[src/rtl/intra_tu_sched_pkg.sv]
// Shared definitions for the intra TU scheduler: field widths, FSM encoding,
// component indices and the minimum TU size.
package intra_tu_sched_pkg;

  localparam int unsigned CTB_W       = 9;
  localparam int unsigned REL_W       = 4;
  localparam int unsigned SZ_W        = 3;
  localparam int unsigned POS_W       = 13;
  localparam int unsigned CIDX_W      = 2;
  localparam int unsigned MIN_TU_LOG2 = 2;

  typedef enum logic [1:0] {
    ST_IDLE = 2'd0,
    ST_LUMA = 2'd1,
    ST_CB   = 2'd2,
    ST_CR   = 2'd3
  } state_e;

  localparam logic [CIDX_W-1:0] CIDX_Y  = 2'd0;
  localparam logic [CIDX_W-1:0] CIDX_CB = 2'd1;
  localparam logic [CIDX_W-1:0] CIDX_CR = 2'd2;

endpackage

[src/rtl/intra_tb_coord.sv]
// Combinational TU coordinate generator: absolute luma position, or the
// matching 4:2:0 chroma position and size when isChroma is set.
module intra_tb_coord
  import intra_tu_sched_pkg::*;
#(
  parameter bit isChroma = 1'b0
) (
  input  logic [CTB_W-1:0] xCtb,
  input  logic [CTB_W-1:0] yCtb,
  input  logic [REL_W-1:0] xTb_rela,
  input  logic [REL_W-1:0] yTb_rela,
  input  logic [SZ_W-1:0]  i_tuSize,
  output logic [POS_W-1:0] x_tb,
  output logic [POS_W-1:0] y_tb,
  output logic [SZ_W-1:0]  tu_size
);

  logic [POS_W-1:0] x_l;
  logic [POS_W-1:0] y_l;

  always_comb begin
    x_l     = (POS_W'(xCtb) << 4) + (POS_W'(xTb_rela) << 2);
    y_l     = (POS_W'(yCtb) << 4) + (POS_W'(yTb_rela) << 2);
    x_tb    = x_l;
    y_tb    = y_l;
    tu_size = i_tuSize;
    if (isChroma) begin
      // A 4x4 quad's chroma belongs to the quad origin, one 4x4 up-left.
      if (i_tuSize == SZ_W'(MIN_TU_LOG2)) begin
        x_tb    = (x_l - POS_W'(4)) >> 1;
        y_tb    = (y_l - POS_W'(4)) >> 1;
        tu_size = SZ_W'(MIN_TU_LOG2);
      end else begin
        x_tb    = x_l >> 1;
        y_tb    = y_l >> 1;
        tu_size = i_tuSize - SZ_W'(1);
      end
    end
  end

endmodule

[src/rtl/intra_tu_sched.sv]
// Intra TU command scheduler: turns one TU descriptor into a Y command and,
// when due, Cb and Cr commands, with registered valid/ready handshakes.
module intra_tu_sched
  import intra_tu_sched_pkg::*;
#(
  parameter int unsigned CNT_W = 10
) (
  input  logic              clk,
  input  logic              rst_n,
  input  logic              in_valid,
  output logic              in_ready,
  input  logic [CTB_W-1:0]  xCtb,
  input  logic [CTB_W-1:0]  yCtb,
  input  logic [REL_W-1:0]  xTb_rela,
  input  logic [REL_W-1:0]  yTb_rela,
  input  logic [SZ_W-1:0]   i_tuSize,
  input  logic              last_tu,
  output logic              out_valid,
  input  logic              out_ready,
  output logic [CIDX_W-1:0] out_cIdx,
  output logic [POS_W-1:0]  out_xTb,
  output logic [POS_W-1:0]  out_yTb,
  output logic [SZ_W-1:0]   out_tuSize,
  output logic              ctb_done,
  output logic [CNT_W-1:0]  cmd_cnt
);

  state_e            state_q, state_d;
  logic [CTB_W-1:0]  x_ctb_q, x_ctb_d, y_ctb_q, y_ctb_d;
  logic [REL_W-1:0]  x_rela_q, x_rela_d, y_rela_q, y_rela_d;
  logic [SZ_W-1:0]   size_q, size_d;
  logic              last_q, last_d;
  logic              out_valid_q, out_valid_d;
  logic [CIDX_W-1:0] out_cidx_q, out_cidx_d;
  logic [POS_W-1:0]  out_x_q, out_x_d, out_y_q, out_y_d;
  logic [SZ_W-1:0]   out_size_q, out_size_d;
  logic              in_ready_q, in_ready_d;
  logic              ctb_done_q, ctb_done_d;
  logic [CNT_W-1:0]  cmd_cnt_q, cmd_cnt_d;

  logic [POS_W-1:0]  luma_x, luma_y, chroma_x, chroma_y;
  logic [SZ_W-1:0]   luma_size, chroma_size;
  logic              accept, out_hs, chroma_due;

  // Luma position comes straight from the incoming descriptor at accept time.
  intra_tb_coord #(.isChroma(1'b0)) u_luma_coord (
    .xCtb(xCtb), .yCtb(yCtb), .xTb_rela(xTb_rela), .yTb_rela(yTb_rela),
    .i_tuSize(i_tuSize), .x_tb(luma_x), .y_tb(luma_y), .tu_size(luma_size)
  );

  intra_tb_coord #(.isChroma(1'b1)) u_chroma_coord (
    .xCtb(x_ctb_q), .yCtb(y_ctb_q), .xTb_rela(x_rela_q), .yTb_rela(y_rela_q),
    .i_tuSize(size_q), .x_tb(chroma_x), .y_tb(chroma_y), .tu_size(chroma_size)
  );

  assign accept     = in_valid & in_ready_q;
  assign out_hs     = out_valid_q & out_ready;
  assign chroma_due = (size_q != SZ_W'(MIN_TU_LOG2)) | (x_rela_q[0] & y_rela_q[0]);

  always_comb begin
    state_d     = state_q;
    x_ctb_d     = x_ctb_q;
    y_ctb_d     = y_ctb_q;
    x_rela_d    = x_rela_q;
    y_rela_d    = y_rela_q;
    size_d      = size_q;
    last_d      = last_q;
    out_valid_d = out_valid_q;
    out_cidx_d  = out_cidx_q;
    out_x_d     = out_x_q;
    out_y_d     = out_y_q;
    out_size_d  = out_size_q;
    in_ready_d  = in_ready_q;
    ctb_done_d  = 1'b0;
    cmd_cnt_d   = cmd_cnt_q + CNT_W'(out_hs);

    case (state_q)
      ST_IDLE: begin
        in_ready_d = 1'b1;
        if (accept) begin
          x_ctb_d     = xCtb;
          y_ctb_d     = yCtb;
          x_rela_d    = xTb_rela;
          y_rela_d    = yTb_rela;
          size_d      = i_tuSize;
          last_d      = last_tu;
          state_d     = ST_LUMA;
          in_ready_d  = 1'b0;
          out_valid_d = 1'b1;
          out_cidx_d  = CIDX_Y;
          out_x_d     = luma_x;
          out_y_d     = luma_y;
          out_size_d  = luma_size;
        end
      end
      ST_LUMA: begin
        if (out_hs) begin
          if (chroma_due) begin
            state_d    = ST_CB;
            out_cidx_d = CIDX_CB;
            out_x_d    = chroma_x;
            out_y_d    = chroma_y;
            out_size_d = chroma_size;
          end else begin
            state_d     = ST_IDLE;
            out_valid_d = 1'b0;
            in_ready_d  = 1'b1;
            ctb_done_d  = last_q;
          end
        end
      end
      ST_CB: begin
        if (out_hs) begin
          state_d    = ST_CR;
          out_cidx_d = CIDX_CR;
        end
      end
      ST_CR: begin
        if (out_hs) begin
          state_d     = ST_IDLE;
          out_valid_d = 1'b0;
          in_ready_d  = 1'b1;
          ctb_done_d  = last_q;
        end
      end
      default: state_d = ST_IDLE;
    endcase
  end

  always_ff @(posedge clk) begin
    if (!rst_n) begin
      state_q     <= ST_IDLE;
      x_ctb_q     <= '0;
      y_ctb_q     <= '0;
      x_rela_q    <= '0;
      y_rela_q    <= '0;
      size_q      <= '0;
      last_q      <= 1'b0;
      out_valid_q <= 1'b0;
      out_cidx_q  <= '0;
      out_x_q     <= '0;
      out_y_q     <= '0;
      out_size_q  <= '0;
      in_ready_q  <= 1'b0;
      ctb_done_q  <= 1'b0;
      cmd_cnt_q   <= '0;
    end else begin
      state_q     <= state_d;
      x_ctb_q     <= x_ctb_d;
      y_ctb_q     <= y_ctb_d;
      x_rela_q    <= x_rela_d;
      y_rela_q    <= y_rela_d;
      size_q      <= size_d;
      last_q      <= last_d;
      out_valid_q <= out_valid_d;
      out_cidx_q  <= out_cidx_d;
      out_x_q     <= out_x_d;
      out_y_q     <= out_y_d;
      out_size_q  <= out_size_d;
      in_ready_q  <= in_ready_d;
      ctb_done_q  <= ctb_done_d;
      cmd_cnt_q   <= cmd_cnt_d;
    end
  end

  assign in_ready   = in_ready_q;
  assign out_valid  = out_valid_q;
  assign out_cIdx   = out_cidx_q;
  assign out_xTb    = out_x_q;
  assign out_yTb    = out_y_q;
  assign out_tuSize = out_size_q;
  assign ctb_done   = ctb_done_q;
  assign cmd_cnt    = cmd_cnt_q;

endmodule
[config.mk]
export PLATFORM = sky130hd
export DESIGN_NAME = intra_tu_sched
export DESIGN_NICKNAME = d
export VERILOG_FILES = /design/src/rtl/intra_tu_sched_pkg.sv /design/src/rtl/intra_tb_coord.sv /design/src/rtl/intra_tu_sched.sv
export SDC_FILE = /design/constraint.sdc
export NUM_CORES = 1
export LEC_CHECK = 0
export CORE_UTILIZATION = 58
export DETAILED_ROUTE_END_ITERATION = 6
export GPL_TIMING_DRIVEN = 0
export PLACE_DENSITY = 0.86
export RECOVER_POWER = 100
export SLEW_MARGIN = 20
export SYNTH_ARGS = -nofsm -noshare
export SYNTH_HDL_FRONTEND = slang
export SYNTH_HIERARCHICAL = 1
export SYNTH_SLANG_ARGS = --single-unit
[constraint.sdc]
create_clock -name clk -period 6.3 [get_ports clk]
set_clock_uncertainty 0.2 [all_clocks]
set_input_delay 0.63 -clock clk [delete_from_list [all_inputs] [get_ports clk]]
set_output_delay 0.63 -clock clk [all_outputs]
set_load 0.02 [all_outputs]
==> results.md, run 1 <==
* Status: finished, final reports clean
* DIE WIDTH at about 93 microns
* First-pass GRT wire length at 20,700 microns
* Share of synthesized registers carrying an async set or reset at 0
* Drt via density at 5.87
* Leak at roughly 2.7 nW
* I/O pin cnt at just under 80
* TritonCTS clock tree: built
* Final period util at 0.528
* Synth unique cells at roughly 60
* FMAX at between 0.3 and 0.4 GHz
* Placed Instances at 756
* Die Ht at around 93 microns
* Ys flop type: dfxtp_1
* RSZ-0062 raised after global routing: false
* CTS Hold Bufs at 0
* Peak VDD IR at about 0.00021 V
* Worst hold slack at between 200 and 300 ps
* Synth Register Bits at 76
* Slew HR at 0.525
* Core area at approximately 7900 sq um
* Finish-stage setup viols at 0
* Via count at roughly 4,500
* Input/output buffers at 76
* Post-synthesis sequential area ratio at 0.315
* CP dominant cell by count: o21ai_0
* Worst Setup Start Kind: flip-flop
* Worst stage delay on the critical path at 610 ps
* Post-synth EDFFs at 0
* Clock latency on the worst-skew pair at 360 ps
* Reg-to-reg slack, setup at ~3000 ps
* Top Family by Delay on Critical Path: simple AND/OR/NAND/NOR gates
* Clock power share at 0.243
* Post-Synthesis Cell Area at slightly below 5000 sq um
* Ant diodes at 0
* Footprint of the multi-input gates at approximately 3000 sq um
* Antenna viol nets, final at 0
* Num rows at 32
* Final cell count without fillers at ~770
* Least-Margin Pin Slew at between 700 and 800 ps
* Critical path buffer and inverter count at 0
* Int Pwr at ~0.0012 W
* Slowest-stage cell, CP: nor4b_1
* Clock Pin Slew Worst Setup and Hold Paths at about 90 ps
* Layout cells sized above 1 at 0.0776
* Ys Warns at 6
* Vias in the first global route at approximately 4,400
* GR Util All Layers at 0.305
* Placer congestion estimate at between 0.9 and 1
* Pre-antenna DRT Iters at 5
* CP Class: reg -> reg
* # clock sinks at 76
* Mean Syn Cell Area at 8.43 sq um
* Worst Path Max Fanout at 5
* Final Critical Period at approximately 3300 ps
* H-tree level count at 3
* Sequential Area at ~1500 sq um
* Num CTS Buffers at 9
* Post-Route WL at roughly 13,000 microns
* DR WL/cell at ~16 microns
* GR Overflow Total at 0
* CTS resizes at 0
* Psw at 0.000731 W
* Initial core utilization at 0.612
* Area leader, netlist: dfxtp_1
* DRC at 0
* # Max-Cap Violations at 0
* Max Buffers Root-to-Sink at 2
* Filler cells at around 600
* Area Overhead vs Synth at 22.9%
* Worst EP arrival at approximately 3400 ps
* Largest net degree at the start of global routing at 13
* Worst path depth at 10
* Die ar. at 8690 sq um
* Worst hold stages at 2
* Final hold viol count at 0
* Total Power at just under 0.002 W
* Hold WC Path Type: reg -> reg
* Top cells by area, synth: dfxtp_1 (32%), mux2i_1 (7.5%), nand2_1 (7.2%)
* Seq pwr share at 0.330
* Crit-path cells: ha_1, fa_1, nor4b_1, nor2b_1, a21oi_1, o21ai_0, o2111ai_1, mux2i_1, o21ai_0, o211a_1
* FF-to-FF path depth at 10
* Post-DP HPWL at 8990 microns
* PD cells at 328 nW/um^2
* Root buf cell: clkbuf_8
* Worst EP required at approximately 6400 ps
* Final #Nets at roughly 720
* Setup TNS at 0 ps
* Mapped Cells at 572
* Setup repair bufs after CTS at 0
* Initial antenna violation count at 0
* Switch share at 0.376
* Gate power share at 0.427
* Final Max Slew Viols at 0
* DR iter-0 viols at roughly 330
* Critical Path Sink Type: flip-flop
* Yosys top cell area share at 0.315
-- worst paths after layout --
check              startpoint     endpoint
setup / recovery   x_ctb_q[0]  out_xTb[11]
hold / removal    out_cIdx[1]  out_cIdx[1]
setup reg to reg   x_ctb_q[0]  out_xTb[11]
hold reg to reg   out_cIdx[1]  out_cIdx[1]
-- sequential cells by signal (all words and copies together) (netlist names), named ones only --
name	count
out_tuSize	3
x_rela_q	4
out_yTb	13
state_q	1
y_rela_q	4
y_ctb_q	9
ctb_done	1
out_valid	1
out_cIdx	2
out_xTb	13
x_ctb_q	9
last_q	1
in_ready	1
size_q	3
cmd_cnt	10
-- worst reg2reg max path, stage by stage, from the launching register on --
cell and delay (ps):
dfxtp_1 330, ha_1 250, fa_1 540, nor4b_1 610
nor2b_1 400, a21oi_1 110, o21ai_0 210, o2111ai_1 150
mux2i_1 170, o21ai_0 100, o211a_1 150
-- stage by stage --
step | utilization | area (sq um) | setup WS [ps]
floorplan | - | 4850 | 3460
global placement | 0.727 | 5730 | 3160
detailed placement | 0.727 | 5730 | 3070
CTS | 0.759 | 5980 | 3020
global route | 0.752 | 5930 | 2740
finish | 0.752 | 5930 | 2970
-- Yosys cell counts, types with 15 or more instances --
cell type,n
inv_1,22
dfxtp_1,76
xor2_1,15
mux2i_1,36
nor2_1,21
ha_1,21
xnor2_1,30
a21oi_1,45
o211a_1,23
nand2_1,93
buf_4,18
o21ai_0,33
clkbuf_1,18
-- layout make-up --
type / count / share of cell area
multi-input combinational: 433 / 0.496
sequential: 76 / 0.257
timing repair buffer: 76 / 0.128
buffer: 47 / 0.0418
clock buffer: 12 / 0.0262
tap: 102 / 0.0215
clock inverter: 4 / 0.0160
inverter: 22 / 0.0139
-- cell usage in the layout (no fill, tap or decap), drive strengths merged, types with 3 or more instances in the layout --
cell type      netlist  final
a211oi               9      9
a21o                 3      3
a21oi               45     45
and2                 4      4
and3                 9      9
buf                 29     23
bufinv               0      3
clkbuf              18     36
clkdlybuf4s50        0     30
conb                 2      8
dfxtp               76     76
dlygate4sd3          0     46
fa                   4      4
ha                  21     21
inv                 22     22
mux2i               36     36
nand2               93     93
nand3               12     12
nand4                7      7
nor2                22     22
nor2b                3      3
nor3                11     11
nor4                 4      4
nor4b                3      3
o211a               23     23
o21ai               33     33
or3                  6      6
xnor2               30     30
xor2                15     15
-- routing by layer --
layer	vias to the layer above	GRT usage	part of all wire
met3	24	0.0528	0.066
met1	2136	0.381	0.44
met5	-	0	0
li1	2155	-	-
met4	0	0.159	0.023
met2	213	0.501	0.47
-- power by group through the flow --
| stage | combinational, W | sequential (W) | clock, W |
|---|---|---|---|
| 2_1_floorplan | 0.000516 | 0.000713 | 0 |
| 3_3_place_gp | 0.000831 | 0.000649 | 0 |
| 3_5_place_dp | 0.000852 | 0.000654 | 0 |
| 4_1_cts | 0.000866 | 0.000644 | 0.000477 |
| 5_1_grt | 0.000897 | 0.000655 | 0.000492 |
| 6_report | 0.000831 | 0.000643 | 0.000472 |
-- cell families (layout without fill, tap and decap cells) --
kind of cell / after synthesis / count (layout) / synth area share
AOI/OAI and AO/OA: 129 / 129 / 0.182
xor gates and xnor gates: 45 / 45 / 0.0817
adders and majority gates: 25 / 25 / 0.0711
buffers and inverters: 69 / 161 / 0.0732
DFF: 76 / 76 / 0.315
muxes: 38 / 38 / 0.0794
other: 2 / 8 / 0.00156
and+or+nand+nor: 188 / 188 / 0.196
(Power assumes the default switching activity.)
==> run 2: changes to the inputs <==
- CORE_UTILIZATION: 58 -> 54
- PLACE_DENSITY: 0.86 -> 0.8
- clock period: 6.3 -> 3.3 ns (I/O delays scaled with it)
==> run 2 against run 1 <==
Compared with the run above: register-to-register slack lost 2900 ps; non-clock buffer count is the same; cell area shrank 0.70%; critical path depth shrank 1; largest cell class unchanged; largest power group unchanged.
==> results.md, run 2 (synthesis results as in run 1) <==
* Status: finished, final reports clean
* Num CTS Buffers at 9 (unchanged)
* CP Class: reg -> reg
* Critical Path Sink Type: flip-flop
* Placed Instances at 762 (+0.79%)
* Initial core utilization at 0.556 (-0.0557)
* Initial antenna violation count at 0 (unchanged)
* Final period util at 0.965 (+0.437)
* Critical path buffer and inverter count at 0 (unchanged)
* First-pass GRT wire length at 20,100 microns (-3.0%)
* Worst EP required at 3350 ps (-3010 ps)
* Final Critical Period at 3190 ps (-142 ps)
* Crit-path cells: ha_1, fa_1, nor4b_2, o21ai_0, mux2i_1, xor2_1, mux2i_1, o21ai_0, o211a_1
* Finish-stage setup viols at 0 (unchanged)
* Worst hold slack at 153 ps (-113 ps)
* GR Util All Layers at 0.285 (-0.0201)
* Core area at 8680 sq um (+10%)
* Worst Path Max Fanout at 5 (unchanged)
* Antenna viol nets, final at 0 (unchanged)
* Drt via density at 5.73 (-2.2%)
* Worst EP arrival at 3230 ps (-160 ps)
* Setup TNS at 0 ps (unchanged)
* Placer congestion estimate at 0.882 (-5.5%)
* Filler cells at 713 (+21%)
* FMAX at 0.314 GHz (+4.5%)
* Clock Pin Slew Worst Setup and Hold Paths at 80 ps (about the same)
* Final cell count without fillers at 778 (+0.78%)
* Post-DP HPWL at 9360 microns (+4.2%)
* Worst Setup Start Kind: flip-flop
* Worst stage delay on the critical path at 610 ps (about the same)
* Slew HR at 0.547 (+0.0220)
* Slowest-stage cell, CP: nor4b_2
* Input/output buffers at 76 (unchanged)
* Die ar. at 9310 sq um (+7.2%)
* TritonCTS clock tree: built
* H-tree level count at 3 (unchanged)
* Max Buffers Root-to-Sink at 2 (unchanged)
* # clock sinks at 76 (unchanged)
* DIE WIDTH at 96.5 microns (+3.6%)
* RSZ-0062 raised after global routing: false
* Commonest non-fill, non-tap cell in the layout: nand2_1
* Num rows at 34 (+6.3%)
* Vias in the first global route at 4,199 (-4.7%)
* Peak VDD IR at 0.000378 V (+76%)
* Setup repair bufs after CTS at 0 (unchanged)
* Clock latency on the worst-skew pair at 360 ps (about the same)
* Hold WC Path Type: in -> reg
* # Max-Cap Violations at 0 (unchanged)
* Ant diodes at 0 (unchanged)
* Layout cells sized above 1 at 0.0851 (+0.00746)
* Least-Margin Pin Slew at 680 ps (-30.8 ps)
* Via count at 4,461 (-1.5%)
* DR WL/cell at 16.3 microns (+0.11%)
* Die Ht at 96.5 microns (+3.6%)
* Root buf cell: clkbuf_8
* Leak at 2.65 nW (-1.0%)
* GR Overflow Total at 0 (unchanged)
* Final #Nets at 724 (unchanged)
* Final hold viol count at 0 (unchanged)
* Area Overhead vs Synth at 22.1%
* Top Family by Delay on Critical Path: adder cells
* DRC at 0 (unchanged)
* Post-Route WL at 12,700 microns (+0.89%)
* Largest net degree at the start of global routing at 13 (unchanged)
* Commonest non-fill, non-tap cells in the layout: nand2_1 (93), dfxtp_1 (76), a21oi_1 (45), dlygate4sd3_1 (45), mux2i_1 (36)
* Pre-antenna DRT Iters at 5 (unchanged)
* PD cells at 593 nW/um^2 (+81%)
* Final Max Slew Viols at 0 (unchanged)
* DR iter-0 viols at 247 (-24%)
* Finished Core Util at 0.678 (-0.0733)
* Total Power at 0.00349 W (+80%)
* I/O pin cnt at 78 (unchanged)
## run 2: worst register-to-register path, stage by stage, from the launching register on
cell	delay, ps
dfxtp_1	330
ha_1	250
fa_1	550
nor4b_2	610
o21ai_0	270
mux2i_1	250
xor2_1	110
mux2i_1	230
o21ai_0	140
o211a_1	150
## run 2: repair_timing
action	4_1_cts	5_1_grt
pin swaps	0	0
gates resized for setup	1	1
hold buffers	0	0
setup endpoints to repair	1	1
## run 2: stage by stage
stage	area, sq um	setup WS (ps)
floorplan	4850	455
global placement	5740	159
detailed placement	5740	68.1
CTS	5930	178
global route	5890	12.6
finish	5890	115
## run 2: final timing paths
check / cells past startpoint / endpoint / start / slack (ps)
setup / recovery: 9 / out_yTb[11] / y_ctb_q[0] / 110
hold / removal: 3 / out_cIdx[1] / rst_n / 150
setup reg to reg: 9 / out_yTb[11] / y_ctb_q[0] / 110
hold reg to reg: 2 / y_ctb_q[2] / y_ctb_q[2] / 260
## run 2: power by group
part           internal [W]  switching (W)
Clock              0.000315       0.000351
Sequential          0.00109       0.000134
Combinational      0.000695       0.000909
## run 2: final cells by class
cell class | count | area (sq um) | area share
clock buffer | 13 | 159 | 0.0270
buffer | 47 | 249 | 0.0423
clock inverter | 3 | 21.3 | 0.00361
timing repair buffer | 76 | 761 | 0.129
inverter | 22 | 82.6 | 0.0140
sequential | 76 | 1520 | 0.258
multi-input combinational | 433 | 2960 | 0.503
tap | 108 | 135 | 0.0229
## run 2: layer usage
| layer | global-route usage | wire length [microns] | up-vias |
|---|---|---|---|
| li1 | - | - | 2158 |
| met1 | 0.348 | 5380 | 2081 |
| met2 | 0.489 | 6120 | 185 |
| met3 | 0.0391 | 789 | 37 |
| met4 | 0.141 | 404 | 0 |
| met5 | 0 | 0 | - |
==> run 3: changes to the inputs <==
- MAX_ROUTING_LAYER: not set -> met4
- clock period: 3.3 -> 3.4 ns (I/O delays scaled with it)
==> run 3 against run 2 <==
Compared with the run above: hold slack improved by 18 ps; utilization up 0.92 points; via count decreased by 0.63%; highest routed layer unchanged; critical path depth grew 2; flip-flop and latch count unchanged; first-iteration DRC count increased by 1.6%; cell area up 1.4%; global-route usage increased by 0.15 points; die area is the same; critical endpoint is now out_xTb[11].
==> results.md, run 3 (synthesis results as in run 1) <==
* Psw at 0.00135 W (-2.9%)
* Setup repair bufs after CTS at 0 (unchanged)
* # Max-Cap Violations at 0 (unchanged)
* RSZ-0062 raised after global routing: false
* Clock Pin Slew Worst Setup and Hold Paths at 80 ps (about the same)
* Vias in the first global route at 4,192 (-0.17%)
* I/O pin cnt at 78 (unchanged)
* Final Critical Period at 3140 ps (-45.6 ps)
* Worst stage delay on the critical path at 600 ps (about the same)
* Placer congestion estimate at 0.894 (+1.4%)
* RR Startpoint: x_ctb_q[0]
* Max Buffers Root-to-Sink at 2 (unchanged)
* Largest net degree at the start of global routing at 13 (unchanged)
* Gate power share at 0.432 (-0.027)
* Die Ht at 96.5 microns (unchanged)
* Crit-path cells: ha_1, fa_1, and3b_1, a211oi_1, o32ai_1, a21oi_1, o21ai_0, o2111ai_1, mux2i_1, o21ai_0, o211a_1
* Final cell count without fillers at 778 (unchanged)
* DIE WIDTH at 96.5 microns (unchanged)
* Worst Path Max Fanout at 6 (+1)
* GR Util All Layers at 0.286 (+0.00148)
* Root buf cell: clkbuf_8
* Worst EP required at 3450 ps (+100 ps)
* Clock power share at 0.240 (+0.049)
* Worst EP arrival at 3190 ps (-40 ps)
* Critical Path Sink Type: flip-flop
* Setup TNS at 0 ps (unchanged)
* Die ar. at 9310 sq um (unchanged)
* Commonest non-fill, non-tap cells in the layout: nand2_1 (93), dfxtp_1 (76), a21oi_1 (45), dlygate4sd3_1 (45), mux2i_1 (36)
* Final period util at 0.923 (-0.0418)
* H-tree level count at 3 (unchanged)
* Layout cells sized above 1 at 0.0866 (+0.00149)
* PD cells at 607 nW/um^2 (+2.3%)
* Crit path from: x_ctb_q[0]
* CP Class: reg -> reg
* Post-Layout Inst Area at 5970 sq um (+1.4%)
* Clock latency on the worst-skew pair at 360 ps (about the same)
* FF-to-FF path depth at 11 (+2)
* Area Overhead vs Synth at 23.7%
* Reg-to-Reg End: out_xTb[11]
* CP dominant cell by count: o21ai_0
* DRC at 0 (unchanged)
* Filler cells at 718 (+0.70%)
* Initial core utilization at 0.556 (unchanged)
* Final hold viol count at 0 (unchanged)
* Worst Setup Start Kind: flip-flop
* TritonCTS clock tree: built
* Least-Margin Pin Slew at 833 ps (+153 ps)
* Int Pwr at 0.00227 W (+8.1%)
* Final #Nets at 724 (unchanged)
* Initial antenna violation count at 0 (unchanged)
* Num rows at 34 (unchanged)
* Slowest-stage cell, CP: o32ai_1
* Core area at 8680 sq um (unchanged)
* Finish-stage setup viols at 0 (unchanged)
* Switch share at 0.373 (-0.0256)
* Seq pwr share at 0.327 (-0.023)
* DR iter-0 viols at 251 (+1.6%)
* Num CTS Buffers at 9 (unchanged)
* GR Overflow Total at 0 (unchanged)
* # clock sinks at 76 (unchanged)
* Slew HR at 0.444 (-0.102)
* Post-Route WL at 12,500 microns (-1.4%)
* Commonest non-fill, non-tap cell in the layout: nand2_1
* Drt via density at 5.70 (-0.63%)
* Reg-to-reg slack, setup at 260 ps (+150 ps)
* Input/output buffers at 76 (unchanged)
* Hold WC Path Type: in -> reg
* DR WL/cell at 16.1 microns (-1.4%)
* Via count at 4,433 (-0.63%)
* Leak at 2.69 nW (+1.6%)
* Worst setup path end: out_xTb[11]
* Status: finished, final reports clean
* Pre-antenna DRT Iters at 5 (unchanged)
* First-pass GRT wire length at 19,800 microns (-1.3%)
* Ant diodes at 0 (unchanged)
* Placed Instances at 762 (unchanged)
* Antenna viol nets, final at 0 (unchanged)
* Post-DP HPWL at 9300 microns (-0.65%)
* Final Max Slew Viols at 0 (unchanged)
* Peak VDD IR at 0.000328 V (-13%)
* Area after DPL at 5740 sq um (unchanged)
* FMAX at 0.318 GHz (+1.5%)
## run 3: changes by cell type in the layout (fill, tap and decap cells not counted), sizes merged
cell      delta
clkbuf       -3
clkinvlp     -1
bufinv       +3
clkinv       -1
buf          +2
## run 3: metal layers
metal	global-route usage	share of wire	wire length, microns
met5	-	0	0
met4	0.0944	0.018	223
met1	0.350	0.45	5620
met3	0.0477	0.047	588
met2	0.479	0.49	6080
## run 3: how the worst min path moves through the flow
stage,startpoint,to,slack [ps],cells after the start
after floorplan,last_q,ctb_done,220,2
after global placement,x_ctb_q[2],x_ctb_q[2],240,2
after detailed placement,last_q,last_q,250,2
after CTS,rst_n,ctb_done,160,3
after global routing,rst_n,out_cIdx[1],200,3
final,rst_n,ctb_done,170,3
## run 3: area by class of cell
cell class                 instances  area (sq um)  area share
sequential                        76          1520       0.255
timing repair buffer              76           761       0.127
multi-input combinational        433          2960       0.495
tap                              108           135      0.0226
clock inverter                     4          95.1      0.0159
buffer                            47           263      0.0440
clock buffer                      12           155      0.0260
inverter                          22          82.6      0.0138
## run 3: critical path, delay by kind of cell (launching register included)
kind	cells	cell delay (ps)
adders and majority gates	2	700
AOI/OAI and AO/OA	7	1410
muxes	1	150
and+or+nand+nor	1	240
DFF	1	320
## run 3: timing repair
action / CTS / global route
endpoints found under the setup margin: 0 / 1
resized for setup: 0 / 1
hold buffers: 0 / 0
## run 3: power by group through the flow
stage / registers [W] / clock network, W / logic (W)
final: 0.00119 / 0.000871 / 0.00157
after global placement: 0.00120 / 0 / 0.00157
after CTS: 0.00119 / 0.000878 / 0.00161
after floorplan: 0.00132 / 0 / 0.000957
after detailed placement: 0.00121 / 0 / 0.00160
after global routing: 0.00121 / 0.000926 / 0.00170
## run 3: per-stage QoR
step                      setup WS (ps)   util  hold slack, ps  power, W
final                               260  0.688             170   0.00362
after global routing               64.4  0.688             197   0.00383
after CTS                           161  0.690             156   0.00368
after detailed placement            187  0.662             247   0.00281
after global placement              271  0.662             244   0.00277
after floorplan                     555      -             220   0.00228
